**config.mk**
```make
export PLATFORM = sky130hd
export DESIGN_NAME = uart_hamming_tx
export DESIGN_NICKNAME = d
export VERILOG_FILES = /design/src/rtl/uart_hamming_tx.sv
export SDC_FILE = /design/constraint.sdc
export NUM_CORES = 1
export LEC_CHECK = 0
export CAP_MARGIN = 10
export CORE_MARGIN = 3
export CORE_UTILIZATION = 55
export DETAILED_ROUTE_END_ITERATION = 8
export PLACE_DENSITY = 0.79
export SLEW_MARGIN = 20
export SYNTH_ARGS = -nofsm -noshare
export SYNTH_HDL_FRONTEND = slang
export SYNTH_SLANG_ARGS = --single-unit
```
**constraint.sdc**
```tcl
create_clock -name clk -period 2.9 [get_ports clk]
set_clock_uncertainty 0.15 [all_clocks]
set_input_delay 0.58 -clock clk [delete_from_list [all_inputs] [get_ports clk]]
set_output_delay 0.58 -clock clk [all_outputs]
set_load 0.05 [all_outputs]
```
**src/rtl/uart_hamming_tx.sv**
```systemverilog
// uart_hamming_tx: SECDED-encodes bytes into 13-bit codewords and sends them
// as start + 13 data bits (LSB first) + stop on a serial line, with a
// one-entry holding register so frames can run back to back.
module uart_hamming_tx #(
  parameter int divisor = 10
) (
  input  logic        clk,
  input  logic        rst,
  input  logic [7:0]  data_in,
  input  logic        tx_valid,
  output logic        tx_ready,
  output logic        frame,
  output logic        busy,
  output logic        done,
  output logic [12:0] codeword
);

  typedef enum logic [1:0] {
    IDLE  = 2'd0,
    START = 2'd1,
    DATA  = 2'd2,
    STOP  = 2'd3
  } state_t;

  // Last count of a bit-time, and the count one before it so that the
  // registered done pulse lands on the final stop-bit cycle.
  localparam logic [10:0] LAST_TICK = 11'(divisor - 1);
  localparam logic [10:0] DONE_TICK = 11'(divisor - 2);

  state_t      state;
  logic [10:0] bit_cnt;
  logic [3:0]  bit_idx;
  logic        hold_full;
  logic [12:0] hold_cw;
  logic        accept;
  logic        load;

  function automatic logic [12:0] encode(input logic [7:0] d);
    logic [12:0] cw;
    cw       = '0;
    cw[2]    = d[0];
    cw[4]    = d[1];
    cw[5]    = d[2];
    cw[6]    = d[3];
    cw[11:8] = d[7:4];
    cw[0]    = d[0] ^ d[1] ^ d[3] ^ d[4] ^ d[6];
    cw[1]    = d[0] ^ d[2] ^ d[3] ^ d[5] ^ d[6];
    cw[3]    = d[1] ^ d[2] ^ d[3] ^ d[7];
    cw[7]    = d[4] ^ d[5] ^ d[6] ^ d[7];
    cw[12]   = ^cw[11:0];
    return cw;
  endfunction

  assign tx_ready = !hold_full;
  assign accept   = tx_valid && tx_ready;
  // A queued codeword moves to the line either from IDLE or straight out of
  // the last stop-bit cycle, which is what makes back-to-back frames gapless.
  assign load     = hold_full &&
                    ((state == IDLE) || ((state == STOP) && (bit_cnt == LAST_TICK)));

  // Holding register: stores the already-encoded codeword of an accepted byte.
  always_ff @(posedge clk) begin
    if (rst) begin
      hold_full <= 1'b0;
      hold_cw   <= '0;
    end else if (load) begin
      hold_full <= 1'b0;
    end else if (accept) begin
      hold_full <= 1'b1;
      hold_cw   <= encode(data_in);
    end
  end

  // Frame sequencer with registered line, busy and done outputs.
  always_ff @(posedge clk) begin
    if (rst) begin
      state    <= IDLE;
      bit_cnt  <= '0;
      bit_idx  <= '0;
      frame    <= 1'b1;
      busy     <= 1'b0;
      done     <= 1'b0;
      codeword <= '0;
    end else begin
      done <= 1'b0;
      case (state)
        IDLE: begin
          frame   <= 1'b1;
          busy    <= 1'b0;
          bit_cnt <= '0;
          if (load) begin
            state    <= START;
            frame    <= 1'b0;
            busy     <= 1'b1;
            codeword <= hold_cw;
          end
        end
        START: begin
          if (bit_cnt == LAST_TICK) begin
            bit_cnt <= '0;
            bit_idx <= '0;
            state   <= DATA;
            frame   <= codeword[0];
          end else begin
            bit_cnt <= bit_cnt + 11'd1;
          end
        end
        DATA: begin
          if (bit_cnt == LAST_TICK) begin
            bit_cnt <= '0;
            if (bit_idx == 4'd12) begin
              state <= STOP;
              frame <= 1'b1;
            end else begin
              bit_idx <= bit_idx + 4'd1;
              frame   <= codeword[bit_idx + 4'd1];
            end
          end else begin
            bit_cnt <= bit_cnt + 11'd1;
          end
        end
        STOP: begin
          if (bit_cnt == LAST_TICK) begin
            bit_cnt <= '0;
            if (load) begin
              state    <= START;
              frame    <= 1'b0;
              codeword <= hold_cw;
            end else begin
              state <= IDLE;
              frame <= 1'b1;
              busy  <= 1'b0;
            end
          end else begin
            bit_cnt <= bit_cnt + 11'd1;
            if (bit_cnt == DONE_TICK) begin
              done <= 1'b1;
            end
          end
        end
        default: begin
          state   <= IDLE;
          frame   <= 1'b1;
          busy    <= 1'b0;
          bit_cnt <= '0;
          bit_idx <= '0;
        end
      endcase
    end
  end

endmodule
```
# Yosys cells after proc, flatten, opt, wreduce, memory -nomap -nowiden

Index checks and enable logic that the tools add are counted.

Bitwise logic cells: 16
Eq/ne operators: 13
$lt $le $gt $ge: 1
Add/sub/neg operators: 2
Muxes and demuxes: 29
Reduce and logical (&&, ||, !) cells: 18

Operator list:

| operator                                                    | number |
|---|---|
| 2-to-1 mux 13 bit                                           | 2 |
| case mux 13 bit (2 select lines)                            | 1 |
| equality test 11 x 4 -> 1 bit (second input constant)       | 2 |
| case mux 11 bit (2 select lines)                            | 1 |
| XOR 1 bit                                                   | 14 |
| 2-to-1 mux 4 bit                                            | 3 |
| inequality test 2 bit (second input constant)               | 6 |
| parity 12 bit                                               | 1 |
| adder 11 x 1 -> 11 bit (second input constant)              | 1 |
| 2-to-1 mux 1 bit                                            | 11 |
| 2-to-1 mux 11 bit                                           | 1 |
| 2-to-1 mux 2 bit                                            | 5 |
| case mux 2 bit (4 select lines)                             | 1 |
| case mux 4 bit (2 select lines)                             | 1 |
| AND reduction 3 bit                                         | 2 |
| OR reduction 3 bit                                          | 2 |
| less-than comparator 4 x 5 -> 1 bit (second input constant) | 1 |
| AND reduction 5 bit                                         | 1 |
| adder 4 x 1 -> 4 bit (second input constant)                | 1 |
| binary-select mux 1 bit (select 4 bit)                      | 1 |
| equality test 2 bit (second input constant)                 | 2 |
| equality test 4 bit (second input constant)                 | 1 |
| case mux 1 bit (4 select lines)                             | 1 |
| AND reduction 2 bit                                         | 2 |
| 11 further kinds                                            | 15 |

Bits in registers: 47
Output and inout port bits: 17
Input port bits: 11
Word-level logic and storage cells: 88

# Longest topological paths before layout

Word-level depth: 7
Depth in mapped cells: 9
Mapped depth without buffers: 7

# Worst setup path after synthesis

Ideal clock, no wire load.

Path kind: register to register
From: register bit_idx[0]
To: register frame
Stages on the path, launching flop included: 7
Library setup time: 0.126 ns
Required time: 2.624 ns
Period minus slack after synthesis: 2.265 ns
Buffers on the path: 0
Arrival time: 1.989 ns
Slack: 0.635 ns
Cells stage by stage: dfxtp_1 inv_1 ha_1 mux4_2 mux2_2 a311oi_1 o31ai_1

Cells in the longest elaborated chain, start to end: 6
Elaborated cells between the ends (all ways): 7
Those cells by class: 1 x add/sub; 1 x eq/ne; 5 x mux

RTL lines:

| what                                   | line | RTL |
|---|---|---|
| start, declared                        | 32   | `logic [3:0] bit_idx;` |
| start signal, assigned                 | 115  | `bit_idx <= bit_idx + 4'd1;` |
| adder 4 x 1 -> 4 bit                   | 116  | `frame <= codeword[bit_idx + 4'd1];` |
| binary-select mux 1 bit (select 4 bit) | 116  |  |
| 2-to-1 mux 1 bit (implied by the code) | 116  |  |
| 2-to-1 mux 1 bit (*)                   | 111  | `if (bit_idx == 4'd12) begin` |
| 2-to-1 mux 1 bit (*)                   | 109  | `if (bit_cnt == LAST_TICK) begin` |
| case mux 1 bit (4 select lines) (*)    | 86   | `case (state)` |
| end signal, assigned                   | 103  | `frame <= codeword[0];` |
| end signal, assigned                   | 116  |  |
| end, declared                          | 12   | `output logic frame,` |

Every way passes the cells marked *; elsewhere a longest branch is shown, timed or not. The select of a mux whose other input is x is not followed.
A chain may end at the register's enable or synchronous reset.

# Worst setup path after layout

Ends and elaborated chain as after synthesis.

==> impl_results.md <==
- Status: complete, no violations
- Antenna violations before repair: 0
- Highest clock rate: roughly 400 MHz
- Die area: 0.00496 mm2
- Final Hold Vio Count: 0
- CP max stage cell: mux4_2
- Synth unique cells: 40
- Vias per cell: 5.53
- Worst skew pair latency: 300 ps
- Die W: approximately 70 um
- PnR Total Power: 1.68 mW
- Root buf cell: clkbuf_8
- Max incr delay on CP: 520 ps
- Maximum VDD drop: 0.336 mV
- Top FF cell, synth: dfxtp_1
- Seq/Total Area, Yosys: 41.3%
- Max-cap viol count: 0
- Synth area leaders: dfxtp_1 (41%), mux2i_1 (6.6%), xnor2_1 (6.5%), nor2_1 (5.8%), ha_1 (5.5%)
- Synth-to-layout area growth: 17.1%
- Setup CP Type: register to register
- Internal: 1.13 mW
- Switch Pwr: ~0.56 mW
- Syn nets: 270
- First-pass GRT wire length: 7810 um
- Post-layout util: 69.8%
- Clock Sinks: 47
- Clock-pin slew on the worst setup and hold paths: roughly 80 ps
- PortBufs: 27
- Synth Instances: 249
- Flop2flop setup slack: approximately 470 ps
- DP Worst Slack: 478 ps
- Final net count: 295
- Largest net degree at the start of global routing: 37
- Ant diodes: 0
- Gr usage total: slightly below 20%
- Slew HR: 53.7%
- Drt pass-1 iters: 4
- Measured slew at the worst slew-check pin: between 600 and 700 ps
- Share of layout cells above drive strength 1: 6.55%
- CP Capture Type: register
- Synthesized cell area: 0.00228 mm2
- Post-CTS Setup Bufs: 0
- Remaining antenna violation count after routing: 0
- Multi-input logic area: 0.00124 mm2
- Hold path cells: 2
- Routed len/inst: 13.7 um
- Clock share of power: 25.4%
- Synth Warn #: 0
- Fill count: about 310
- Yosys reg bits: 47
- Total gr overflow: 0
- RePlAce Congestion: ~0.82
- Startpoint Class: register
- Post-DP Area: 0.00257 mm2
- CP delay by family, top: multiplexers
- # hold bufs at CTS: 0
- Part of the power in registers: 44.3%
- Sw frac: 33.0%
- Initial Util: 59.6%
- # IOs: 28
- CTS tree: done
- DRC viols: 0
- Worst reg2reg startpoint: bit_idx[0]
- Worst Path Arrival: ~2500 ps
- Hold WC Path Type: register to register
- Final count of negative-setup-slack endpoints: 0
- Met2 wire length: 2000 um
- Critical path cell sequence: inv_1, ha_1, mux4_2, mux2_2, a311oi_1, o31ai_1
- Avg Synthesized Cell Area: 9.16 um2
- Rows: 22
- R2r endpoint: frame
- DR vias: 1786
- Vias in the first global route: 1619
- Worst R2R Path Depth: 6
- Sum of negative setup slack: 0 ps
- Combinational Power Share: roughly 30%
- Highest routing layer actually used: met4
- Leakage: 1.05 nW
- Non-Filler Instances: around 320
- CORE AREA: between 0.003 and 0.004 mm2
- Number of synthesized flops with an enable pin: 0
- Top-count cell post-synth: dfxtp_1
- Hold Path End: hold_cw[0]
- Met1 WL: between 2000 and 2500 um
- CP Data Required Time: 2930 ps
- Num CTS Buffers: 5
- Gates resized, CTS repair: 0
- Crit path max fanout: 8
- Seq. cell area: 941 um2
- H-tree Lvls: 2
- Most frequent cells after synthesis: dfxtp_1 (47), nor2_1 (35), nand2_1 (28)
- Fin crit period: between 2000 and 2500 ps
- WHS: 305 ps
- Design area: 0.00267 mm2
- Pwr dens: ~630 mW/mm2
- HP Start: hold_cw[0]
- RSZ-0062 raised after global routing: no
- Fin crit share: a little over four fifths
- Pins Over Slew Limit: 0
- Final HPWL DP: around 3200 um
- Area leader, netlist: dfxtp_1
- Die Ht: 70.4 um
- Final WS setup: 473 ps
- CTS max path bufs: 2
- Starting DRT DRC Count: 138
- Post-synth top area share: 41.3%
- Routed wire length: 4430 um
- Post-synth ARST share: 0%
- Metal3 WL: 175 um
- Placed insts: between 300 and 400
- Buffers plus inverters on the worst setup path: 1
state kept, by name, summed over array words and instances (netlist names), 2 cells and up:
register	flops
hold_cw	13
state	2
bit_cnt	11
bit_idx	4
codeword	13
cells by family after synthesis:
family,synth area share [%]
AOI/OAI and AO/OA,9.49
xor gates and xnor gates,9.98
adders and majority gates,5.49
buffers and inverters,4.22
DFF,41.3
muxes,10.0
and+or+nand+nor,19.5
worst max path at each step:
stage / startpoint / endpoint / slack (ps) / cells past startpoint
floorplan: bit_idx[0] / frame / 630 / 6
global placement: bit_idx[0] / frame / 550 / 6
detailed placement: bit_idx[0] / frame / 480 / 6
CTS: bit_idx[0] / frame / 470 / 6
global route: bit_idx[0] / frame / 300 / 6
finish: bit_idx[0] / frame / 470 / 6
cell usage in the layout (no fill, tap or decap), types with 3 or more instances in the layout:
master	count
inv_1	10
nand3_1	10
ha_1	10
a211oi_1	4
dfxtp_1	47
mux4_2	3
a21oi_1	15
nor2_1	35
clkbuf_8	7
xor2_1	9
nand2_1	28
and3_1	4
nor2b_1	3
clkdlybuf4s50_1	27
xnor2_1	17
mux2i_1	15
power groups by stage:
stage	Combinational (mW)	Clock [mW]	Sequential, mW
floorplan	0.329	0	0.815
global placement	0.501	0	0.759
detailed placement	0.506	0	0.761
CTS	0.510	0.438	0.745
global route	0.560	0.469	0.756
finish	0.510	0.428	0.745
worst min-delay path, stage by stage (launching register included):
cell and delay, ps:
dfxtp_1 320, nand2_1 50, a21oi_1 50
cell type report:
type | count | area share [%]
Inverter | 10 | 1.41
Clock inverter | 1 | 0.281
Tap cell | 48 | 2.25
Clock buffer | 7 | 3.61
Multi-Input combinational cell | 181 | 46.6
Sequential cell | 47 | 35.2
Timing Repair Buffer | 29 | 10.7
per-layer routing:
| metal | track usage [%] | vias to the layer above |
|---|---|---|
| met3 | 4.75 | 6 |
| met4 | 5.11 | 0 |
| met1 | 28.5 | 853 |
| met2 | 28.7 | 30 |
| met5 | 0 | - |
| li1 | - | 897 |
Note: power is estimated with default switching activity, not from simulation.
==> RTL edit 1: new RTL, same settings <==
Reset style: asynchronous (`rst`), changed in 2 clocked blocks.
--- a/src/rtl/uart_hamming_tx.sv
+++ b/src/rtl/uart_hamming_tx.sv
@@ -59,7 +59,7 @@
                     ((state == IDLE) || ((state == STOP) && (bit_cnt == LAST_TICK)));
 
   // Holding register: stores the already-encoded codeword of an accepted byte.
-  always_ff @(posedge clk) begin
+  always_ff @(posedge clk or posedge rst) begin
     if (rst) begin
       hold_full <= 1'b0;
       hold_cw   <= '0;
@@ -72,7 +72,7 @@
   end
 
   // Frame sequencer with registered line, busy and done outputs.
-  always_ff @(posedge clk) begin
+  always_ff @(posedge clk or posedge rst) begin
     if (rst) begin
       state    <= IDLE;
       bit_cnt  <= '0;
Formal check against the unedited RTL: differs if rst is asserted again (counterexample within 4 cycles, from zero or initial values and one cycle with rst high); with rst held inactive, the same outputs for 10 cycles.
==> RTL edit 1 against the unedited design <==
Worst setup slack got worse by 0.16 ns; routed wire length rose by 6.6%; area after synthesis up 8.3%; design area grew 8.4%; sequential cell count is the same; count of clock-buffer cells in the layout is 1 lower; critical path type unchanged.
Power is not compared: it rests on default switching activity, and its combinational part moved more than twofold at a synthesized area within 25%.
==> RTL edit 1: results (changes against the unedited design) <==
[yosys]
synthTopCellsByArea = dfrtp_1 (47%), mux2_4 (6.1%), mux2_2 (5.9%), xnor2_1 (5.3%), ha_1 (5.1%)
synth_cell_types = 41  ; +2.5%
netlist_top_cells_count = dfrtp_1 (46), nor2_1 (16), xnor2_1 (15), mux2_2 (13)
syn-num-nets = 234  ; -13%
synth-seq-cells = 47  ; unchanged
postSynth.asyncResetShare = 1.00  ; +1.00
yosysSeqAreaShare = 0.477  ; +0.0642
synth_ff_type = dfrtp_1

[clocking]
cts_made_buffers = 5  ; unchanged
post_cts_resized = 0  ; unchanged
cts_buffer_depth = 2  ; unchanged
htreeDepth = 2  ; unchanged
worstSkewPairLatency_ns = 0.30  ; about the same

[final_layout]
nClkBuffers = 6  ; -1
reg_top3 = codeword x13, hold_cw x13, bit_cnt x11
fin_nets = 264  ; -11%
multi_input_area_share = 0.417  ; -0.0483
nFillCells = 315  ; +3.3%
multi_input_gates = 148  ; -18%
area_share_clock_buf_inv = 0.0406  ; +0.00173
seq_share = 0.406  ; +0.0543
drive_above_1_share = 0.176  ; +0.111
final-nonclk-buf-share = 0.0985  ; -0.00830
inverters_excl_clock = 12  ; +2
diodes = 0  ; unchanged

[routing]
drt_iter0_markers = 52  ; -62%
wire_per_inst_um = 16.1  ; +17%
drt_first_pass_iters = 4  ; unchanged
via_per_inst = 5.71  ; +3.3%
ant_nets = 0  ; unchanged

[power]
power.static_leakage_nw = 1.32
p_int_w = 0.00108

[run_status]
status = complete, no violations

[placed_design]
hpwl_mm = 3.35  ; +3.1%
gp_congestion = 0.757  ; -8.1%

[worst_setup_path]
crit_family = simple AND/OR/NAND/NOR gates
slowest_stage = or4bb_1
worst_path_largest_cell_delay_ns = 0.54  ; +0.02 ns
arrival_ns = 2.63  ; +0.17 ns
cp_max_fo = 13  ; +5

[global_route]
grt_pass1_wl_mm = 8.00  ; +2.4%
antenna_found_initial = 0  ; unchanged
grt_usage = 0.197  ; +0.00158
grt_max_degree = 48  ; +30%
grt_pass1_vias = 1663  ; +2.7%

[sta]
slew_headroom = 0.568  ; +0.0318

[RTL edit 1: final timing paths]
check	slack [ns]	endpoint	start	depth (start not counted)
max reg2reg	0.31	codeword[0]	bit_cnt[1]	7
max in group asynchronous	1.61	bit_idx[0]	rst	3
min in group asynchronous	0.58	hold_cw[2]	rst	3
min reg2reg	0.35	hold_cw[1]	hold_cw[1]	2
min	0.35	hold_cw[1]	hold_cw[1]	2
max	0.31	codeword[0]	bit_cnt[1]	7
[RTL edit 1: power by group through the flow]
| stage | Clock (W) | Combinational [W] | Sequential (W) |
|---|---|---|---|
| after CTS | 0.000508 | 0.000147 | 0.000770 |
| after global routing | 0.000531 | 0.000165 | 0.000777 |
| final | 0.000494 | 0.000145 | 0.000771 |
| after global placement | 0 | 0.000138 | 0.000777 |
| after detailed placement | 0 | 0.000147 | 0.000783 |
| after floorplan | 0 | 0.000106 | 0.000763 |
[RTL edit 1: cell families after synthesis]
| logic type | synth area share |
|---|---|
| simple gates | 0.116 |
| flops | 0.477 |
| compound gates | 0.0795 |
| mux | 0.155 |
| xor+xnor | 0.0887 |
| buf+inv | 0.0339 |
| fa+ha+maj | 0.0507 |
[RTL edit 1: per-stage QoR]
stage                     cell area (um2)  utilization  hold slack [ns]  setup slack [ns]  instances
after floorplan                      2470            -            0.294             0.489        213
after global placement               2780        0.666            0.311             0.399        286
after detailed placement             2780        0.666            0.326             0.370        286
after CTS                            2900        0.694            0.349             0.313        294
after global routing                 2900        0.694            0.380             0.170        294
final                                2900        0.694            0.347             0.312        294
[RTL edit 1: routing by layer]
metal  vias to the layer above  wire, um  track usage
li1                        806         -            -
met1                       832      2140        0.266
met2                        34      2320        0.315
met3                         7       194       0.0413
met4                         0        67       0.0676
met5                         -         0            0
==> RTL edit 2: new RTL, same flow settings <==
Without the edit above. The parameter `divisor` goes from 10 to 5.
--- a/src/rtl/uart_hamming_tx.sv
+++ b/src/rtl/uart_hamming_tx.sv
@@ -2,7 +2,7 @@
 // as start + 13 data bits (LSB first) + stop on a serial line, with a
 // one-entry holding register so frames can run back to back.
 module uart_hamming_tx #(
-  parameter int divisor = 10
+  parameter int divisor = 5
 ) (
   input  logic        clk,
   input  logic        rst,
Formal check against the unedited RTL: not equivalent (Yosys sat finds a counterexample within 10 cycles, from zero or initial values and one cycle with rst high).
==> RTL edit 2 against the unedited design <==
First-iteration DRC count is 30% lower; highest routed layer unchanged; via count up 14%; clock power up 15%; design area rose by 12%; global-route usage grew 0.55 points; worst setup slack got worse by 0.087 ns; total power increased by 5.3%; largest cell class unchanged; sequential cell count is the same; area after synthesis is 13% higher; count of clock-buffer cells in the layout decreased by 2; die area is 12% higher; routed wire length rose by 18%.
==> RTL edit 2: results (changes against the unedited design) <==
[power]
ir_worst_vdd_v = 0.000310  ; -7.8%
power.static_leakage_nw = 1.09  ; +4.3%

[global_route]
grt_usage = 0.201  ; +0.00554
met3_usage = 0.0432  ; -0.00424
grtUsageMet2 = 0.306  ; +0.0194
grt-busiest-layer = met2
grt_pass1_wl_mm = 8.67  ; +11%
grt_max_degree = 27  ; -27%
antenna_found_initial = 0  ; unchanged
grt_pass1_vias = 1829  ; +13%
grtUsageMet1 = 0.287  ; +0.00243

[yosys]
postSynth.asyncResetShare = 0  ; unchanged
yosysSeqAreaShare = 0.364  ; -0.0482
synthTopCellsByArea = dfxtp_1 (36%), nand2_1 (8.6%), mux2i_1 (8.1%), xnor2_1 (4.4%), ha_1 (4.4%)
netlist_top_cells_count = nand2_1 (59), dfxtp_1 (47), mux2i_1 (21), nor2_1 (19), a21oi_1 (17)
synth_cell_types = 50  ; +25%
ys_warn_count = 0  ; unchanged
syn-num-nets = 308  ; +14%

[worst_setup_path]
reg2reg_depth = 6  ; unchanged
r2r-start = bit_idx[0]
slowest_stage = mux4_2
arrival_ns = 2.56  ; +0.10 ns
worst_path_largest_cell_delay_ns = 0.54  ; +0.02 ns
r2r_setup_slack_ns = 0.39  ; -0.09 ns
r2r-end = frame
cp_max_fo = 11  ; +3

[clocking]
cts_made_buffers = 5  ; unchanged
path_clk_slew_ns = 0.10  ; +0.02 ns
htreeDepth = 2  ; unchanged
post_cts_resized = 0  ; unchanged
cts_root_buf = clkbuf_8
cts_buffer_depth = 2  ; unchanged
worstSkewPairLatency_ns = 0.30  ; about the same
post_cts_buffers = 0  ; unchanged

[hold_path]
holdPathEnd = hold_cw[5]
hp-class = flop to flop
min_from = hold_cw[5]
hold_depth = 2  ; unchanged

[placed_design]
gp_congestion = 0.895  ; +8.6%
hpwl_mm = 3.92  ; +21%
portBuffers = 27  ; unchanged
post-place-ws_ns = 0.398  ; -0.0796 ns

[routing]
drt_first_pass_iters = 4  ; unchanged
wire_per_inst_um = 14.3  ; +4.0%
drt_iter0_markers = 97  ; -30%
via_per_inst = 5.57  ; +0.70%

[final_layout]
diodes = 0  ; unchanged
nFillCells = 366  ; +20%
drive_above_1_share = 0.0860  ; +0.0205
reg_top3 = codeword x13, hold_cw x13, bit_cnt x11
fin_nets = 333  ; +13%

[sta]
slew_headroom = 0.465  ; -0.0714

[run_status]
status = complete, no violations

==> RTL edit 2: logic make-up (layout without fill, tap and decap cells) <==
kind of cell | after synthesis | count (layout) | share of synthesized area
flops | 47 | 47 | 0.364
buf+inv | 25 | 51 | 0.0494
fa+ha+maj | 9 | 9 | 0.0436
xor+xnor | 23 | 23 | 0.0945
simple gates | 118 | 118 | 0.228
compound gates | 42 | 42 | 0.117
mux | 24 | 24 | 0.103
==> RTL edit 2: worst max-delay path by stage <==
stage | slack, ns | endpoint | startpoint | depth (start not counted)
2_1_floorplan | 0.47 | frame | bit_idx[0] | 8
3_3_place_gp | 0.45 | frame | bit_idx[0] | 6
3_5_place_dp | 0.40 | frame | bit_idx[0] | 6
4_1_cts | 0.37 | frame | bit_idx[0] | 6
5_1_grt | 0.24 | frame | bit_idx[0] | 6
6_report | 0.39 | frame | bit_idx[0] | 6
==> RTL edit 2: final cells by class <==
class,instances,area share
well taps,52,0.0218
clock inverters,3,0.0159
inverters,11,0.0138
clock buffers,5,0.0231
flip-flops and latches,47,0.315
multi-input cells,216,0.507
repair buffers,32,0.103
==> RTL edit 2: per-stage QoR <==
stage	hold slack (ns)	instance area (um2)	std cells
3_5_place_dp	0.299	2870	358
3_3_place_gp	0.299	2870	358
4_1_cts	0.315	2990	366
2_1_floorplan	0.282	2580	288
5_1_grt	0.336	2990	366
6_report	0.314	2990	366
==> RTL edit 2: power breakdown <==
part / internal, W / total (W) / switching, W
registers: 0.000698 / 0.000743 / 0.0000448
logic: 0.000221 / 0.000534 / 0.000314
clock network: 0.000261 / 0.000494 / 0.000232
==> RTL edit 2: routing by layer <==
layer / wire, um / vias to the layer above
li1: - / 1058
met1: 2500 / 938
met2: 2460 / 35
met3: 203 / 7
met4: 61 / 0
met5: 0 / -
==> RTL edit 2: worst max-delay path: cells and delay by family, from the launching register on <==
kind | cells | cell delay (ns)
and+or+nand+nor | 1 | 0.28
adders and majority gates | 1 | 0.52
DFF | 1 | 0.51
AOI/OAI and AO/OA | 2 | 0.26
buffers and inverters | 1 | 0.14
muxes | 1 | 0.54
